==> src/rtl/prog_seq_pkg.sv <==
// prog_seq_pkg: shared FSM states, program entry table and index type for prog_sequencer
package prog_seq_pkg;
  typedef enum logic [1:0] {IDLE, LAUNCH, RUN, DONE} state_t;
  typedef logic [1:0] prog_idx_t;
  localparam int PROG1_PC = 0;
  localparam int PROG2_PC = 256;
  localparam int PROG3_PC = 512;
  function automatic int prog_pc(prog_idx_t idx);
    return idx == 2'd2 ? PROG3_PC : idx == 2'd1 ? PROG2_PC : PROG1_PC;
  endfunction
endpackage

==> src/rtl/sat_counter.sv <==
// sat_counter: clearable up-counter that sticks at all-ones
module sat_counter #(
  parameter int W = 16
) (
  input  logic         clk,
  input  logic         reset,
  input  logic         clr,
  input  logic         en,
  output logic [W-1:0] q
);
  always_ff @(posedge clk or negedge reset)
    if (!reset) q <= '0;
    else if (clr) q <= '0;
    else if (en && !(&q)) q <= q + 1'b1;
endmodule

==> src/rtl/prog_sequencer.sv <==
// prog_sequencer: launches resident programs round-robin on req, watches halt/watchdog, raises ack
module prog_sequencer
  import prog_seq_pkg::*;
#(
  parameter int               PC_W       = 10,
  parameter int               CNT_W      = 16,
  parameter logic [CNT_W-1:0] MAX_CYCLES = CNT_W'(50000)
) (
  input  logic             clk,
  input  logic             reset,
  input  logic             req,
  input  logic             halt,
  output logic             start,
  output logic [PC_W-1:0]  start_pc,
  output logic             run_en,
  output logic [1:0]       prog_sel,
  output logic             ack,
  output logic             timeout,
  output logic [CNT_W-1:0] cycles
);
  state_t state, nxt;
  logic   wd_hit;
  assign wd_hit   = (MAX_CYCLES != '0) && (cycles == MAX_CYCLES - 1'b1);
  assign start_pc = PC_W'(prog_pc(prog_sel));
  always_comb
    nxt = state == IDLE   ? (req ? LAUNCH : IDLE) :
          state == LAUNCH ? RUN :
          state == RUN    ? ((halt || wd_hit) ? DONE : RUN) :
                            (req ? LAUNCH : DONE);
  // outputs are registered from the next state so they line up with it exactly
  always_ff @(posedge clk or negedge reset)
    if (!reset) begin
      state    <= IDLE;
      start    <= 1'b0;
      run_en   <= 1'b0;
      ack      <= 1'b0;
      timeout  <= 1'b0;
      prog_sel <= 2'd0;
    end else begin
      state  <= nxt;
      start  <= nxt == LAUNCH;
      run_en <= nxt == RUN;
      ack    <= nxt == DONE;
      if (nxt == LAUNCH) timeout <= 1'b0;
      else if (state == RUN && !halt && wd_hit) timeout <= 1'b1;
      if (state == DONE && req) prog_sel <= prog_sel == 2'd2 ? 2'd0 : prog_sel + 2'd1;
    end
  sat_counter #(.W(CNT_W)) u_cnt (
    .clk  (clk),
    .reset(reset),
    .clr  (nxt == LAUNCH),
    .en   (state == RUN),
    .q    (cycles)
  );
endmodule
==> config.mk <==
export PLATFORM = sky130hd
export DESIGN_NAME = prog_sequencer
export DESIGN_NICKNAME = d
export VERILOG_FILES = /design/src/rtl/prog_seq_pkg.sv /design/src/rtl/sat_counter.sv /design/src/rtl/prog_sequencer.sv
export SDC_FILE = /design/constraint.sdc
export NUM_CORES = 1
export LEC_CHECK = 0
export BUFFER_PORTS_ARGS = -buffer_cell sky130_fd_sc_hd__buf_2
export CORE_MARGIN = 5
export CORE_UTILIZATION = 55
export DETAILED_ROUTE_END_ITERATION = 12
export PLACE_DENSITY = 0.82
export SETUP_SLACK_MARGIN = 0.02
export SLEW_MARGIN = 20
export SYNTH_ARGS = -nofsm -noshare
export SYNTH_HDL_FRONTEND = slang
export SYNTH_SLANG_ARGS = --single-unit
==> constraint.sdc <==
create_clock -name clk -period 2.8 [get_ports clk]
set_input_delay 0.56 -clock clk [delete_from_list [all_inputs] [get_ports clk]]
set_output_delay 0.56 -clock clk [all_outputs]
set_load 0.01 [all_outputs]
==> impl_summary.txt <==
----------------------------------------------------
[Worst setup path]
  Critical-path cell with the highest stage delay ... sky130_fd_sc_hd__dfrtp_1
  Worst setup EP type ... flop
  Maximum fanout along the worst path ... 7
  Startpoint type of the worst setup path ... flop
  Largest stage delay on the critical path ... 0.45 ns
  Arr. time, crit path ... 2.08 ns
  Worst setup path startpoint ... u_cnt.q[0]
  WP buf/inv ... 0
  Worst Path Required ... 3.03 ns
  Worst-path cell chain ... ha_1 > nand3_1 > nor2_1 > a21oi_1 > a22o_1
  CP delay by family, top ... simple AND/OR/NAND/NOR gates
  Reg2Reg Launch Point ... u_cnt.q[0]
  Worst reg-to-reg setup slack ... 0.95 ns
  Kind of critical path ... flop to flop

[Layout]
  Number of nets in the layout ... 173
  Highest-count cells in the layout ignoring fill and taps ... 27 x sky130_fd_sc_hd__buf_2, 24 x sky130_fd_sc_hd__dfrtp_1, 19 x sky130_fd_sc_hd__nand2_1, 10 x sky130_fd_sc_hd__a21oi_1, 8 x sky130_fd_sc_hd__conb_1
  Final antenna diode count ... 0
  Core utilization of the finished layout ... 62.0%
  Most common cell after layout, fill and taps aside ... sky130_fd_sc_hd__buf_2
  Fraction of layout instances using a drive strength above 1 ... 24.7%
  Growth of design area from synthesis to finish ... 8.95%
  Number of filler cells placed in the layout ... 221
  Final instance area ... 0.00152 mm^2
  Final instance count without filler cells ... 196

[Clocking]
  Post-CTS repair timing setup buffer count ... 0
  Number of buffers created by CTS ... 3
  Level count of the clock H-tree ... 1
  Reg clk slew, reported paths ... 0.12 ns
  Clock root cell ... sky130_fd_sc_hd__clkbuf_4
  Clock insertion delay at the later pin of the skew report ... 0.32 ns
  CTS tree ... yes
  CTS sink cnt ... 24
  Hold buffer count at cts ... 0
  Bufs on Longest Clock Path ... 2
  Number of gates resized after cts ... 0

[Die]
  Core region area ... 0.00245 mm^2
  Chip width ... 60.4 um
  Initial standard-cell utilization of the core ... 56.9%
  Number of placed I/O pins ... 36
  Site row count ... 18
  Area enclosed by the die boundary ... 0.00365 mm^2
  Vertical extent of the die ... 60.4 um

[Timing]
  Worst clock skew on the final layout ... 0.00333 ns
  Unrepaired setup endpoints after global routing ... false
  Fin. max-slew vios ... 0
  Final period demand of the worst path ... 1.85 ns
  Normalized max-slew margin ... 65.3%
  FMAX ... 0.540 GHz
  Total setup violations reported at the end of the flow ... 0
  Post-route clock period utilization ... 66.1%
  Number of endpoints with negative hold slack in the final report ... 0
  Slew @ Worst Pin ... 0.520 ns
  Final total negative setup slack ... 0 ns

[Power and ir drop]
  Cell leakage power ... 0.700 nW
  Cell internal pwr ... 0.610 mW
  Combinational power share ... 36.0%
  Maximum vdd ir drop ... 0.453 mV
  Switching power ... 0.405 mW
  Fraction of power consumed by the clock network ... 15.1%
  Total power per unit cell area ... 666 mW/mm^2
  Final total power ... 1.01 mW
  Relative contribution of sequential cells to total power ... 48.9%
  Share of total power consumed by net switching ... 39.9%

[Yosys]
  Cells after Synth ... 143
  Post-synthesis sequential area ratio ... 43.0%
  Per-instance average area after synthesis ... 9.77 um^2
  Post-synthesis simple-gate area fraction ... 26.9%
  Number of enable-type register cells in the synthesized netlist ... 0
  Unique cell type count in the Yosys netlist ... 45
  Xor and xnor area share after synthesis ... 0.627%
  Warning count from the yosys run ... 0
  Synthesized flop and latch total ... 24
  Share of synthesized area spent on multiplexers ... 5.82%
  Synthesized-area fraction occupied by ao, oa, aoi and oai cells ... 15.0%
  Fraction of post-synthesis cell area in the top cell type by area ... 43.0%
  Largest family of logic cells by synthesized area ... simple AND/OR/NAND/NOR gates
  Synth top area cells ... sky130_fd_sc_hd__dfrtp_1 43%, sky130_fd_sc_hd__buf_4 5.4%, sky130_fd_sc_hd__nand2_1 5.1%
  Predominant post-synthesis flop cell ... sky130_fd_sc_hd__dfrtp_1
  Cell area after synthesis ... 0.00140 mm^2
  Cell type contributing the most total cell area after synthesis ... sky130_fd_sc_hd__dfrtp_1
  Adder-cell share of the synthesized area ... 0.895%
  Async SR Flop Fraction ... 100%

[Worst hold path]
  Worst hold-check path type ... input port to async pin

[Flow run]
  Max-capacitance violation count ... 0

[Routing]
  Vias ... 1174
  Routed WL per cell ... 14.7 um
  Number of design rule violations left after detail routing ... 0
  DR vias/cell ... 5.99
  Number of detailed-routing iterations run before antenna repair ... 4
  Total routed wirelength ... 2880 um
  DRC violation total after the first TritonRoute iteration ... 40
  Antenna violation net count after detailed routing ... 0

[Place]
  Placed insts ... 193
  Post-detailed-placement cell area ... 0.00150 mm^2
  Final weighted congestion of routability-driven global placement ... 0.823
  Number of buffers added on ports ... 27
  Sum of net half-perimeters after detailed placement ... 2180 um

[Global routing]
  Initial antenna violation count ... 0
  Pin count of the biggest net entering global routing ... 25
  Total track usage ... 17.5%
  Remaining Overflow, GRT ... 0
  Wire length of the first global-routing pass ... 4820 um
  Number of global-route vias before repair ... 1071

[Run status]
  Result of the run ... completed

----------------------------------------------------
[worst reg2reg max path: stages, from the launching register on]
cell                      delay [ns]
sky130_fd_sc_hd__dfrtp_1        0.45
sky130_fd_sc_hd__ha_1           0.21
sky130_fd_sc_hd__nand3_1        0.22
sky130_fd_sc_hd__nor2_1         0.43
sky130_fd_sc_hd__a21oi_1        0.18
sky130_fd_sc_hd__a22o_1         0.26
[cell type report]
class	count	area [um^2]	share of cell area, %
Multi-Input combinational cell	110	719	47.2
Sequential cell	24	601	39.4
Timing Repair Buffer	27	135	8.87
Tap cell	30	37.5	2.47
Clock buffer	3	22.5	1.48
Inverter	2	7.51	0.493
[flip-flops by register name (all words and copies together), names as in the netlist]
register,count
u_cnt.q,16
prog_sel,2
state,2
ack,1
run_en,1
start,1
timeout,1
[power by group through the flow]
stage / combinational, mW / sequential [mW] / clock, mW
after floorplan: 0.281 / 0.494 / 0
after global placement: 0.359 / 0.497 / 0
after detailed placement: 0.370 / 0.503 / 0
after CTS: 0.371 / 0.497 / 0.155
after global routing: 0.408 / 0.510 / 0.172
final: 0.365 / 0.496 / 0.154
[stage by stage]
step	worst slack, ns	hold WS (ns)
final	0.949	0.191
after global routing	0.769	0.241
after CTS	0.971	0.217
after detailed placement	0.983	0.487
after global placement	1.02	0.486
after floorplan	1.14	0.264
[path summary, 6_finish.rpt]
path,cells past startpoint,endpoint
setup reg to reg,5,u_cnt.q[1]
min in group clk,2,run_en
max in group asynchronous,1,u_cnt.q[13]
setup / recovery,5,u_cnt.q[1]
hold / removal,1,run_en
hold reg to reg,2,timeout
[routing by layer]
metal  up-vias  global-route usage [%]  wire length (um)
li1        563                       -                 -
met1       566                    22.6              1290
met2        40                    29.6              1380
met3         5                    2.77               173
met4         0                    6.50                46
met5         -                       0                 0
[cell families after synthesis]
| group | after synthesis |
|---|---|
| other | 1 |
| buffers and inverters | 16 |
| adder cells (fa/ha/maj) | 1 |
| AO/OA/AOI/OAI | 31 |
| multiplexers | 8 |
| flip-flops | 24 |
| XOR/XNOR | 1 |
| AND/OR/NAND/NOR | 61 |
[synth_stat cells, types with 3 or more instances]
library cell	instances
sky130_fd_sc_hd__nand4_1	6
sky130_fd_sc_hd__dfrtp_1	24
sky130_fd_sc_hd__or4_1	3
sky130_fd_sc_hd__o31ai_1	5
sky130_fd_sc_hd__nand2b_1	4
sky130_fd_sc_hd__a21oi_1	10
sky130_fd_sc_hd__nor2_1	4
sky130_fd_sc_hd__buf_4	10
sky130_fd_sc_hd__nand2_1	19
sky130_fd_sc_hd__nand3_1	6
sky130_fd_sc_hd__o21ai_0	4
sky130_fd_sc_hd__mux2i_1	7
No activity file was read; power rests on OpenSTA's default activity.
